===== src/rtl/cpu_types_pkg.sv =====
// Shared fetch-stage types: controller FSM states, redirect kinds and the
// redirect priority pick (branch beats register jump beats immediate jump).
package cpu_types_pkg;

  typedef enum logic [1:0] {
    RUN    = 2'd0,
    PEND   = 2'd1,
    HALTED = 2'd2
  } fetch_state_t;

  typedef enum logic [1:0] {
    NONE = 2'd0,
    BR   = 2'd1,
    JR   = 2'd2,
    J    = 2'd3
  } redirect_t;

  // Lower-priority requests arriving in the same cycle are simply dropped.
  function automatic redirect_t pick_redirect(input logic br, input logic jr, input logic j);
    if (br) return BR;
    if (jr) return JR;
    if (j)  return J;
    return NONE;
  endfunction

endpackage


===== src/rtl/fetch_perf_counter.sv =====
// Saturating event counter with synchronous active-low clear; sticks at all-ones.
module fetch_perf_counter #(
  parameter int unsigned W = 32
) (
  input  logic         clk,
  input  logic         rst_n,
  input  logic         inc_i,
  output logic [W-1:0] count_o
);

  localparam logic [W-1:0] ONE = W'(1);

  logic [W-1:0] count_q, count_d;

  always_comb begin
    count_d = count_q;
    if (inc_i && !(&count_q)) count_d = count_q + ONE;
  end

  // NOTE: state updates use non-blocking (<=) so every flop samples pre-edge values.
  always_ff @(posedge clk) begin
    if (!rst_n) count_q <= '0;
    else        count_q <= count_d;
  end

  assign count_o = count_q;

endmodule


===== src/rtl/fetch_controller.sv =====
// Fetch-stage controller: PC enable/select, IF/ID and ID/EX flushes, halt handling.
// Define FETCH_PERF_EN to build the saturating fetch/stall performance counters.
module fetch_controller
  import cpu_types_pkg::*;
#(
  parameter int unsigned COUNT_W = 32
) (
  input  logic               CLK,
  input  logic               nRST,
  input  logic               ihit,
  input  logic               dmem_busy,
  input  logic               stall_req,
  input  logic               br_taken,
  input  logic               jr,
  input  logic               jump,
  input  logic               halt,
  output logic               PCSrc,
  output logic               JR,
  output logic               Jump,
  output logic               PC_EN,
  output logic               imemREN,
  output logic               flush_ifid,
  output logic               flush_idex,
  output logic               hold_ex,
  output logic               halted,
  output logic [COUNT_W-1:0] fetch_count,
  output logic [COUNT_W-1:0] stall_count
);

  fetch_state_t state_q, state_d;
  redirect_t    pend_q, pend_d;
  redirect_t    kind;
  logic         go;

  // NOTE: reset is synchronous, so it lives inside the clocked branch, not the sensitivity list.
  always_ff @(posedge CLK) begin
    if (!nRST) begin
      state_q <= RUN;
      pend_q  <= NONE;
    end else begin
      state_q <= state_d;
      pend_q  <= pend_d;
    end
  end

  // NOTE: every output and next-state signal gets a default first so no latch is inferred.
  always_comb begin
    state_d    = state_q;
    pend_d     = pend_q;
    PCSrc      = 1'b0;
    JR         = 1'b0;
    Jump       = 1'b0;
    PC_EN      = 1'b0;
    imemREN    = 1'b0;
    flush_ifid = 1'b0;
    flush_idex = 1'b0;
    hold_ex    = 1'b0;
    halted     = 1'b0;
    go         = ihit & ~dmem_busy;
    // While pending, the latched redirect owns the PC; fresh requests are ignored.
    kind       = (state_q == PEND) ? pend_q : pick_redirect(br_taken, jr, jump);

    if (nRST) begin
      case (state_q)
        RUN, PEND: begin
          imemREN = 1'b1;
          hold_ex = (state_q == PEND) | ((kind != NONE) & ~go);
          if (halt) begin
            state_d = HALTED;
            pend_d  = NONE;
          end else if (kind != NONE) begin
            if (go) begin
              PC_EN      = 1'b1;
              PCSrc      = (kind == BR);
              JR         = (kind == cpu_types_pkg::JR);
              Jump       = (kind == J);
              flush_ifid = 1'b1;
              flush_idex = (kind == BR);
              state_d    = RUN;
              pend_d     = NONE;
            end else begin
              state_d = PEND;
              pend_d  = kind;
            end
          end else begin
            PC_EN = ihit & ~stall_req & ~dmem_busy;
          end
        end
        HALTED:  halted  = 1'b1;
        default: state_d = RUN;
      endcase
    end
  end

`ifdef FETCH_PERF_EN
  fetch_perf_counter #(.W(COUNT_W)) u_fetch_cnt (
    .clk     (CLK),
    .rst_n   (nRST),
    .inc_i   (PC_EN),
    .count_o (fetch_count)
  );

  fetch_perf_counter #(.W(COUNT_W)) u_stall_cnt (
    .clk     (CLK),
    .rst_n   (nRST),
    .inc_i   (imemREN & ~PC_EN),
    .count_o (stall_count)
  );
`else
  assign fetch_count = '0;
  assign stall_count = '0;
`endif

endmodule


===== config.mk =====
export PLATFORM = sky130hd
export DESIGN_NAME = fetch_controller
export DESIGN_NICKNAME = d
export VERILOG_FILES = /design/src/rtl/cpu_types_pkg.sv /design/src/rtl/fetch_perf_counter.sv /design/src/rtl/fetch_controller.sv
export SDC_FILE = /design/constraint.sdc
export NUM_CORES = 1
export LEC_CHECK = 0
export CAP_MARGIN = 20
export CELL_PAD_IN_SITES_DETAIL_PLACEMENT = 1
export CELL_PAD_IN_SITES_GLOBAL_PLACEMENT = 2
export CORE_AREA = 2 2 87 89
export CTS_CLUSTER_DIAMETER = 30
export DETAILED_ROUTE_END_ITERATION = 8
export DIE_AREA = 0 0 89 91
export GPL_ROUTABILITY_DRIVEN = 1
export PLACE_DENSITY_LB_ADDON = 0.1
export SYNTH_ARGS = -nofsm -noshare
export SYNTH_HDL_FRONTEND = slang
export SYNTH_SLANG_ARGS = --single-unit
export TNS_END_PERCENT = 1

===== constraint.sdc =====
create_clock -name CLK -period 1.7 [get_ports CLK]
set_input_delay 0.34 -clock CLK [delete_from_list [all_inputs] [get_ports CLK]]
set_output_delay 0.34 -clock CLK [all_outputs]
set_load 0.02 [all_outputs]

* After elaboration in Yosys (flattened, before gate mapping) *
Index checks and enable logic that the tools add are counted.
W data, S select, Z words.

storage, ports and cells
  memories kept = 0
  flip-flop bits (word level) = 4
  input port bits = 9
  bits in writable memories = 0
  bits in latches = 0
  bits in read-only memories = 0

operators by class
  bitwise logic cells = 9
  shifts and indexed selects = 0
  div/mod/pow operators = 0
  mux-type cells = 50
  reduce and logical (&&, ||, !) cells = 6
  equality and inequality tests = 6
  add/sub/neg operators = 0
  multiply operators = 0
  $lt $le $gt $ge = 0

operators with widths
  cell                  count
  $mux W1               37
  $mux W2               12
  $eq A2 B2 Y1 const B  3
  $and A1 B1 Y1         4
  $eq A2 B1 Y1 const B  2
  $not A1 Y1            4
  $pmux W2 S2           1
  $reduce_and A2 Y1     2
  $reduce_bool A2 Y1    2
  $ne A3 B3 Y1 const B  1
  $logic_not A2 Y1      1
  $reduce_or A2 Y1      1
  $or A1 B1 Y1          1

* Longest topological paths before layout *
Gate-level depths: netlist of the first run.

  depth after elaboration = 14
  depth in mapped cells = 5
  depth with buffers taken out = 3

* Worst setup path after synthesis of the first run *
No wires, ideal clock.

  path type = reg2out
  from = reg state_q[1]
  to = out flush_idex
  required time = 1.360 ns
  setup slack = -0.490 ns
  data arrival time = 1.850 ns
  stages on the path, launching flop included = 6
  cells stage by stage = dfxtp_1 buf_6 nor2b_2 mux2i_1 nor3b_1 buf_4

between the ends
  cells in the longest elaborated chain, start to end = 8
  elaborated cells between the ends (all ways) = 11

RTL lines
  what                      RTL line                RTL
  start: declaration        fetch_controller.sv:30  fetch_state_t state_q, state_d;
  start signal: assignment  fetch_controller.sv:41  state_q <= state_d;
  $eq A2 B1 Y1              -
  $mux W2                   fetch_controller.sv:61  kind = (state_q == PEND) ? pend_q : pick_redirect(br_taken, jr, jump);
  $eq A2 B1 Y1              -
  $mux W1 (3 in a row)      -
  $mux W1 (*) (2 in a row)  -
  end: declaration          fetch_controller.sv:23  output logic flush_idex,

Mark *: on every way between the ends. The rest lies on a longest branch, timed or not.

* Worst setup path in the final report of the first run *
  from = reg state_q[1]
  to = out PCSrc

between the ends
  cells in the longest elaborated chain, start to end = 8
  elaborated cells between the ends (all ways) = 11

RTL lines
  what              RTL line                                        RTL
  $eq A2 B1 Y1      fetch_controller.sv:61, fetch_controller.sv:64
  $mux W2           fetch_controller.sv:61
  $eq A2 B1 Y1      fetch_controller.sv:74                          PCSrc = (kind == BR);
  $mux W1           fetch_controller.sv:72                          if (go) begin
  $mux W1           fetch_controller.sv:71                          end else if (kind != NONE) begin
  $mux W1           fetch_controller.sv:68                          if (halt) begin
  $mux W1 (*)       fetch_controller.sv:64                          case (state_q)
  $mux W1 (*)       fetch_controller.sv:63                          if (nRST) begin
  end: declaration  fetch_controller.sv:17                          output logic PCSrc,

Marks and branches as above.

==> results.txt, run 1 <==
CTS clk-pin slew, worst paths = 0.03 ns
Hold/Removal Path Class = reg2reg
CP Data Arrival Time = 1.48 ns
Startpoint Class = flip-flop
Commonest non-fill, non-tap cell in the layout = conb_1
Initial core utilization = 11.6%
Fill cells = 894
Ys async rst share = 0%
Grt ovf = 0
Core box area = 0.00714 mm²
Via Count = 657
Finished layout cell area = 0.00118 mm²
Mapped Cells = 104
Unrepaired setup endpoints after global routing = true
Post-DP Area = 0.00102 mm²
Max FO, Critical Path = 6
Peak supply drop = 0.000115 V
Count of pins over their slew limit = 0
Post-DRT Antenna Nets = 0
Initial antenna violation count = 0
# DRC = 0
Post-layout instance count excluding filler cells = 248
Hold depth = 2
GRT Util Overall = 4.83%
Failing checks = negative setup slack
Top_reg_cell synth = dfxtp_1
Vias per cell = 2.65
Post-DP HPWL = 1.59 mm
# setup viols final = 6
Outcome = finished with violations
Hold-fix buffers, CTS = 0
Count of final hold-check violations = 0
Layout Nets = 160
Clock skew = 0.00332 ns
Max-cap viol count = 0
Synth cell types = 29
Synthesized cell area = 830 µm²
H-tree Lvls = 1
Cells after DPL = 235
Routability cong. = 0.684
FF-to-FF path depth = 6
Final worst slack = -0.116 ns
Final min period = 1.82 ns
Hold Crit Start = pend_q[1]$_SDFFE_PN0P_
Die height = 91 µm
Total CTS buffers = 3
PwrDens = 543 mW/mm²
Commonest non-fill, non-tap cells in the layout = conb_1, buf_4, buf_2, dlygate4sd2_1, buf_6
Total clock sinks = 4
Clock root buffer = clkbuf_8
Largest net degree at the start of global routing = 7
CP startpoint = state_q[1]$_SDFFE_PN0P_
First-pass GRT wire length = 2.95 mm
Layout cells sized above 1 = 41.6%
Synthesis-to-finish area growth = 41.9%
I/O Pins = 82
Rows = 31
Die Wd = 89 µm
Port Buf Inserts = 17
First-pass iteration count of the detailed router = 4
Reg-to-reg critical path startpoint = state_q[1]$_SDFFE_PN0P_
Core Util, Final = 16.5%
Avg WL per Cell = 8.10 µm
Avg Synthesized Cell Area = 7.98 µm²
Crit path required time = 1.36 ns
Warnings from Yosys = 0
Ant. Diodes = 0
Post-synthesis sequential area ratio = 9.65%
F_max = 551 MHz
CTS tree = done
#FFs+latches synth = 4
Tcrit/Tclk final = 107%
Setup Crit Path Kind = reg2out
Clock Path Buffers = 2
Vias in the first global route = 628
Die footprint = 0.00810 mm²
DRT iter0 DRCs = 21
Clk_lat worst skew = 0.22 ns
Leak = 0.603 nW
Crit. End Element = primary output
Post-synth EDFFs = 0
Total Wirelength = 2.01 mm
worst max-delay path, cell delays in order (launching register included):
cell     delay (ns)
dfxtp_4        0.37
nor2b_4        0.19
mux2i_4        0.28
nor3b_4        0.26
buf_6          0.15
cell usage after synthesis, types with 2 or more instances:
cell type | number | area share (%)
nor2b_1 | 2 | 1.5
nand2b_1 | 2 | 1.5
nor3b_1 | 2 | 1.8
nor3_1 | 2 | 1.2
buf_4 | 65 | 59
o22ai_1 | 2 | 1.5
dfxtp_1 | 4 | 9.7
a21oi_1 | 3 | 1.8
nand2_1 | 2 | 0.91
per-stage QoR:
step	TNS [ns]	setup slack [ns]	hold slack, ns	power [mW]
2_1_floorplan	-0.0714	-0.0547	0.450	0.423
4_1_cts	-0.581	-0.140	0.619	0.649
3_3_place_gp	-6.57	-0.847	0.566	0.399
6_report	-0.491	-0.116	0.616	0.640
3_5_place_dp	-6.77	-0.857	0.571	0.399
5_1_grt	-1.02	-0.208	0.651	0.685
cells by family after synthesis:
kind of cell | Yosys count | share of synthesized area, %
buffers and inverters | 67 | 60.6
AND/OR/NAND/NOR | 20 | 17.6
AO/OA/AOI/OAI | 11 | 10.4
flip-flops | 4 | 9.65
multiplexers | 1 | 1.21
other | 1 | 0.452
metal layers:
metal	global-route usage (%)	up-vias	wire length (µm)
met3	0.455	2	176
met5	0	-	0
met4	3.73	0	27
met1	4.58	310	637
li1	-	303	-
met2	9.08	42	1170
report_power, final:
group	internal [mW]	total [mW]	switching [mW]
clock network	0.151	0.203	0.0515
logic	0.116	0.322	0.207
registers	0.103	0.115	0.0121
total	0.370	0.640	0.270
layout make-up:
class,count,area [µm²],area share (%)
Multi-Input combinational cell,96,574,48.8
Tap cell,99,124,10.5
Sequential cell,4,85.1,7.23
Clock buffer,3,41.3,3.51
Timing Repair Buffer,45,349,29.6
Inverter,1,3.75,0.319
sequential cells by signal, summed over array words and instances (netlist names):
register / cells
pend_q: 2
state_q: 2
path summary, 6_finish.rpt:
path / end / slack [ns]
max: PCSrc / -0.12
min: pend_q[1]$_SDFFE_PN0P_ / 0.62
max reg2reg: pend_q[0]$_SDFFE_PN0P_ / 0.30
min reg2reg: pend_q[1]$_SDFFE_PN0P_ / 0.62
timing repair:
action,CTS,global route
gates resized for setup,73,2
pin swaps,4,2
buffers inserted,10,0
setup endpoints to repair,9,8
hold endpoints to repair,0,0
gates cloned,0,0
No activity file was read; power rests on OpenSTA's default activity.
==> run 2: changes to the inputs <==
Settings changed: CAP_MARGIN 20 to not set.
Clock period 1.7 ns to 1.55 ns, I/O delays scaled along.
==> run 2 against run 1 <==
  * The run still ends with negative setup slack left
  * Via count is 2.6% lower
  * Clock-buffer cell count stayed put
  * Flip-flop and latch count unchanged
==> results.txt, run 2 (synthesis gave the netlist of run 1 again) <==
Post-DRT Antenna Nets = 0 (unchanged)
Startpoint Class = flip-flop (unchanged)
Die footprint = 0.00810 mm² (unchanged)
Count of pins over their slew limit = 0 (unchanged)
Die Wd = 89 µm (unchanged)
DP Worst Slack = -0.955 ns (was -0.857 ns)
Hold depth = 3 (was 2)
# setup viols final = 7 (was 6)
Hold-critical path endpoint = state_q[1]$_SDFFE_PN0P_ (was pend_q[1]$_SDFFE_PN0P_)
CP Data Arrival Time = 1.49 ns (was 1.48 ns)
Hold Crit Start = halt (was pend_q[1]$_SDFFE_PN0P_)
Layout cells sized above 1 = 39.2% (was 41.6%)
Reg-to-reg critical path startpoint = state_q[1]$_SDFFE_PN0P_ (unchanged)
Setup Crit Path Kind = reg2out (unchanged)
Cells after DPL = 236 (was 235)
Count of final hold-check violations = 0 (unchanged)
Clock Path Buffers = 2 (unchanged)
Worst flop-to-flop path endpoint = pend_q[0]$_SDFFE_PN0P_ (unchanged)
Total CTS buffers = 3 (unchanged)
Tcrit/Tclk final = 116%
Crit path required time = 1.24 ns (was 1.36 ns)
CTS clk-pin slew, worst paths = 0.03 ns (about the same)
Min Hold Slack = 0.599 ns (was 0.616 ns)
Final worst slack = -0.248 ns (was -0.116 ns)
Crit. End Element = primary output (unchanged)
Clock root buffer = clkbuf_8 (unchanged)
CTS tree = done (unchanged)
Vias per cell = 2.59 (was 2.65)
Layout Nets = 159 (was 160)
Failing checks = negative setup slack (unchanged)
First-pass iteration count of the detailed router = 2 (was 4)
Unrepaired setup endpoints after global routing = true (unchanged)
First-pass GRT wire length = 2.73 mm (was 2.95 mm)
Commonest non-fill, non-tap cell in the layout = conb_1 (unchanged)
Total Wirelength = 1.97 mm (was 2.01 mm)
Peak supply drop = 0.000128 V (was 0.000115 V)
Final min period = 1.80 ns
Port Buf Inserts = 17 (unchanged)
Clock skew = 0.00100 ns (was 0.00332 ns)
Via Count = 640 (was 657)
# DRC = 0 (unchanged)
Outcome = finished with violations (unchanged)
Routability cong. = 0.688 (was 0.684)
Synthesis-to-finish area growth = 41.5% (was 41.9%)
Post-layout instance count excluding filler cells = 247 (was 248)
H-tree Lvls = 1 (unchanged)
Core box area = 0.00714 mm² (unchanged)
F_max = 556 MHz
Commonest non-fill, non-tap cells in the layout = conb_1, buf_4, dlygate4sd2_1, buf_2, buf_6 (was conb_1, buf_4, buf_2, dlygate4sd2_1, buf_6)
Rows = 31 (unchanged)
Die height = 91 µm (unchanged)
Top flop regs = pend_q x2, state_q x2 (unchanged)
GRT Util Overall = 4.45% (was 4.83%)
Avg WL per Cell = 7.97 µm (was 8.10 µm)
Largest net degree at the start of global routing = 7 (unchanged)
Initial antenna violation count = 0 (unchanged)
Vias in the first global route = 593 (was 628)
PwrDens = 595 mW/mm² (was 543 mW/mm²)
Post-DP HPWL = 1.59 mm (about the same)
Clk_lat worst skew = 0.22 ns (about the same)
I/O Pins = 82 (unchanged)
CP startpoint = state_q[0]$_SDFFE_PN0P_ (was state_q[1]$_SDFFE_PN0P_)
Leak = 0.604 nW (was 0.603 nW)
Grt ovf = 0 (unchanged)
Hold/Removal Path Class = in2reg (was reg2reg)
FF-to-FF path depth = 5 (was 6)
Max-cap viol count = 0 (unchanged)
R2R setup slack = 0.25 ns (was 0.30 ns)
DRT iter0 DRCs = 19 (was 21)
Ant. Diodes = 0 (unchanged)
Total clock sinks = 4 (unchanged)
Max FO, Critical Path = 4 (was 6)
Initial core utilization = 11.6% (unchanged)
[run 2: layout make-up]
| type | instances | area, µm² |
|---|---|---|
| Tap cell | 99 | 124 |
| Clock buffer | 3 | 41.3 |
| Multi-Input combinational cell | 96 | 578 |
| Inverter | 1 | 3.75 |
| Fill cell | 893 | 5960 |
| Sequential cell | 4 | 85.1 |
| Timing Repair Buffer | 44 | 342 |
[run 2: how the worst max path moves through the flow]
stage	depth (start not counted)	slack [ns]	endpoint
finish	4	-0.25	PCSrc
global route	4	-0.30	flush_idex
CTS	4	-0.26	PCSrc
detailed placement	5	-0.96	Jump
global placement	5	-0.93	Jump
floorplan	5	-0.17	flush_idex
[run 2: per-layer routing]
metal | wire length (µm) | vias to the layer above | track usage (%)
li1 | - | 300 | -
met2 | 1130 | 45 | 8.08
met4 | 63 | 0 | 3.36
met5 | 0 | - | 0
met3 | 166 | 5 | 0.909
met1 | 610 | 290 | 4.20
[run 2: worst max-delay path, stage by stage, from the launching register on]
cell and delay (ns):
dfxtp_2 0.34, nor2b_4 0.23, mux2i_4 0.29, nor3b_4 0.26, buf_6 0.15
[run 2: repair_timing]
item,in CTS,in global routing
gates cloned,0,0
pin swaps,7,1
endpoints found under the setup margin,10,8
hold buffers,0,0
hold endpoints to repair,0,0
resized for setup,60,5
buffers inserted,7,1
[run 2: power breakdown]
part,leakage (nW),switching (mW),internal (mW)
registers,0.0338,0.0130,0.113
clock network,0.0216,0.0614,0.166
logic,0.549,0.225,0.120
[run 2: stage by stage]
step / power (mW) / setup TNS, ns / util [%] / area, µm²
final: 0.699 / -1.48 / 16.4 / 1170
after global routing: 0.737 / -1.88 / 16.4 / 1170
after CTS: 0.690 / -1.56 / 16.1 / 1150
after detailed placement: 0.439 / -7.71 / 14.3 / 1020
after global placement: 0.439 / -7.56 / 14.3 / 1020
after floorplan: 0.464 / -0.367 / - / 1090
==> run 3: changes to the inputs <==
Settings changed: CORE_AREA 2 2 87 89 to 2 2 78 80, DIE_AREA 0 0 89 91 to 0 0 80 82, MAX_ROUTING_LAYER set to met4.
Clock period 1.55 ns to 2.1 ns, I/O delays scaled along.
==> run 3 against run 2 <==
  * The run now ends clean
  * Die area decreased by 19%
  * Non-clock buffer count down 9
  * Flip-flop and latch count unchanged
  * Critical endpoint is now hold_ex
  * Sequential power is 27% lower
  * Global-route usage up 0.66 points
  * Clock skew about the same
  * Highest routed layer unchanged
==> results.txt, run 3 (synthesis gave the netlist of run 1 again) <==
Count of final hold-check violations = 0 (unchanged)
Initial core utilization = 14.4% (was 11.6%)
Cells after DPL = 207 (was 236)
Critical path's largest stage delay = 0.42 ns (was 0.34 ns)
Worst-Margin Slew = 0.491 ns
Vias per cell = 2.82 (was 2.59)
Initial antenna violation count = 0 (unchanged)
PwrDens = 452 mW/mm² (was 595 mW/mm²)
Setup Total Neg Slack = 0 ns (was -1.48 ns)
Clock skew = 0.000985 ns (was 0.00100 ns)
Rows = 28 (was 31)
Avg WL per Cell = 8.36 µm (was 7.97 µm)
Post-DRT Antenna Nets = 0 (unchanged)
I/O Pins = 82 (unchanged)
Finished layout cell area = 0.00109 mm² (was 0.00117 mm²)
Die height = 82 µm (was 91 µm)
Clock root buffer = clkbuf_8 (unchanged)
Routability cong. = 0.652 (was 0.688)
Hold Crit Start = pend_q[1]$_SDFFE_PN0P_ (was halt)
Layout Nets = 150 (was 159)
R2R setup slack = 0.79 ns (was 0.25 ns)
CP Data Arrival Time = 1.57 ns (was 1.49 ns)
Top flop regs = pend_q x2, state_q x2 (unchanged)
# DRC = 0 (unchanged)
# setup viols final = 0 (was 7)
F_max = 503 MHz
CTS tree = done (unchanged)
Total CTS buffers = 3 (unchanged)
Post-DP Area = 941 µm² (was 0.00102 mm²)
Leak = 0.587 nW (was 0.604 nW)
First-pass GRT wire length = 2.46 mm (was 2.73 mm)
CTS clk-pin slew, worst paths = 0.03 ns (about the same)
Worst flop-to-flop path endpoint = pend_q[0]$_SDFFE_PN0P_ (unchanged)
Post-DP HPWL = 1.48 mm (was 1.59 mm)
Commonest non-fill, non-tap cells in the layout = conb_1, buf_4, dlygate4sd2_1, dlymetal6s2s_1 (was conb_1, buf_4, dlygate4sd2_1, buf_2, buf_6)
Synthesis-to-finish area growth = 31.1% (was 41.5%)
CP Buf/Inv Count = 3 (was 1)
Commonest non-fill, non-tap cell in the layout = conb_1 (unchanged)
Largest net degree at the start of global routing = 7 (unchanged)
Rel. slew slack = 67.0%
Reg-to-reg critical path startpoint = state_q[1]$_SDFFE_PN0P_ (unchanged)
Grt ovf = 0 (unchanged)
DRT iter0 DRCs = 20 (was 19)
Ant. Diodes = 0 (unchanged)
Critical path, cell by cell = dlygate4sd2_1 > or3_4 > buf_4 > a21oi_2 > nor2b_1 > buf_2 (was nor2b_4 > mux2i_4 > nor3b_4 > buf_6)
Max FO, Critical Path = 4 (unchanged)
Total clock sinks = 4 (unchanged)
Die Wd = 80 µm (was 89 µm)
Clk_lat worst skew = 0.21 ns (was 0.22 ns)
CP startpoint = jump (was state_q[0]$_SDFFE_PN0P_)
First-pass iteration count of the detailed router = 4 (was 2)
Max-cap viol count = 0 (unchanged)
Via Count = 603 (was 640)
Final min period = 1.99 ns
CP max stage cell = or3_4 (was dfxtp_2)
Crit. End Element = primary output (unchanged)
FF-to-FF path depth = 4 (was 5)
Crit path required time = 1.68 ns (was 1.24 ns)
Layout cells sized above 1 = 33.8% (was 39.2%)
Setup Crit Path Kind = in2out (was reg2out)
Total Wirelength = 1.79 mm (was 1.97 mm)
Port Buf Inserts = 17 (unchanged)
Startpoint Class = input pin (was flip-flop)
Hold/Removal Path Class = reg2reg (was in2reg)
Clock Path Buffers = 2 (unchanged)
Total power = 0.492 mW (was 0.699 mW)
Core box area = 0.00575 mm² (was 0.00714 mm²)
Outcome = completed (was finished with violations)
Tcrit/Tclk final = 94.7%
Post-layout instance count excluding filler cells = 214 (was 247)
Unrepaired setup endpoints after global routing = false (was true)
Vias in the first global route = 521 (was 593)
H-tree Lvls = 1 (unchanged)
Worst path top cell family by delay = buffers and inverters (was simple AND/OR/NAND/NOR gates)
Hold-fix buffers, CTS = 0 (unchanged)
Die footprint = 0.00656 mm² (was 0.00810 mm²)
WP depth = 6 (was 4)
Count of pins over their slew limit = 0 (unchanged)
GRT Util Overall = 5.10% (was 4.45%)
CP Capture Point = hold_ex (was PCSrc)
Peak supply drop = 0.000144 V (was 0.000128 V)
[run 3: changes by cell type in the layout (fill, tap and decap cells not counted)]
cell and change:
buf_2 -2, buf_4 -8, buf_6 -1, dfxtp_1 +1
dfxtp_4 -1, dlygate4sd2_1 -2, dlymetal6s2s_1 +4, nor2b_1 -1
nor2b_2 +1, nor3b_2 +1, nor3b_4 -1
[run 3: final cells by class]
class / instances / area, µm²
Clock buffer: 3 / 41.3
Multi-Input combinational cell: 96 / 574
Timing Repair Buffer: 35 / 293
Inverter: 1 / 3.75
Fill cell: 711 / 4660
Sequential cell: 4 / 81.3
Tap cell: 75 / 93.8
[run 3: worst min-delay path by stage]
stage / end / slack, ns / cells after the start
2_1_floorplan: pend_q[0]$_SDFFE_PN0P_ / 0.47 / 2
3_3_place_gp: pend_q[1]$_SDFFE_PN0P_ / 0.55 / 2
3_5_place_dp: pend_q[1]$_SDFFE_PN0P_ / 0.54 / 2
4_1_cts: pend_q[1]$_SDFFE_PN0P_ / 0.55 / 2
5_1_grt: pend_q[1]$_SDFFE_PN0P_ / 0.61 / 2
6_report: pend_q[1]$_SDFFE_PN0P_ / 0.60 / 2
[run 3: through the flow]
stage / util (%) / setup WS (ns) / hold slack [ns]
detailed placement: 16.4 / -0.639 / 0.539
floorplan: - / 0.0807 / 0.471
finish: 18.9 / 0.112 / 0.597
global placement: 16.4 / -0.595 / 0.545
global route: 18.9 / 0.0198 / 0.612
CTS: 17.3 / -0.154 / 0.549
[run 3: what timing repair did]
| action | 4_1_cts | 5_1_grt |
|---|---|---|
| gates resized for setup | 38 | 21 |
| setup endpoints to repair | 9 | 8 |
| pin swaps | 2 | 2 |
| gates cloned | 0 | 0 |
| buffers inserted | 3 | 1 |
[run 3: power breakdown]
part           switching, mW  internal (mW)
sequential           0.00966         0.0827
clock                 0.0371          0.122
combinational          0.162         0.0783
[run 3: tightest hold or removal path, cell delays in order (launching register included)]
cell and delay (ns):
dfxtp_1 0.35, o211ai_1 0.10, o22ai_1 0.08
[run 3: layer usage]
metal  vias to the layer above  part of all wire, %  global-route usage, %  wire, µm
met2                        44                   56                   8.67       997
met4                         0                  1.8                   3.56        33
met1                       274                   35                   5.55       628
li1                        283                    -                      -         -
met3                         2                  7.2                  0.659       128
met5                         -                    0                      -         0
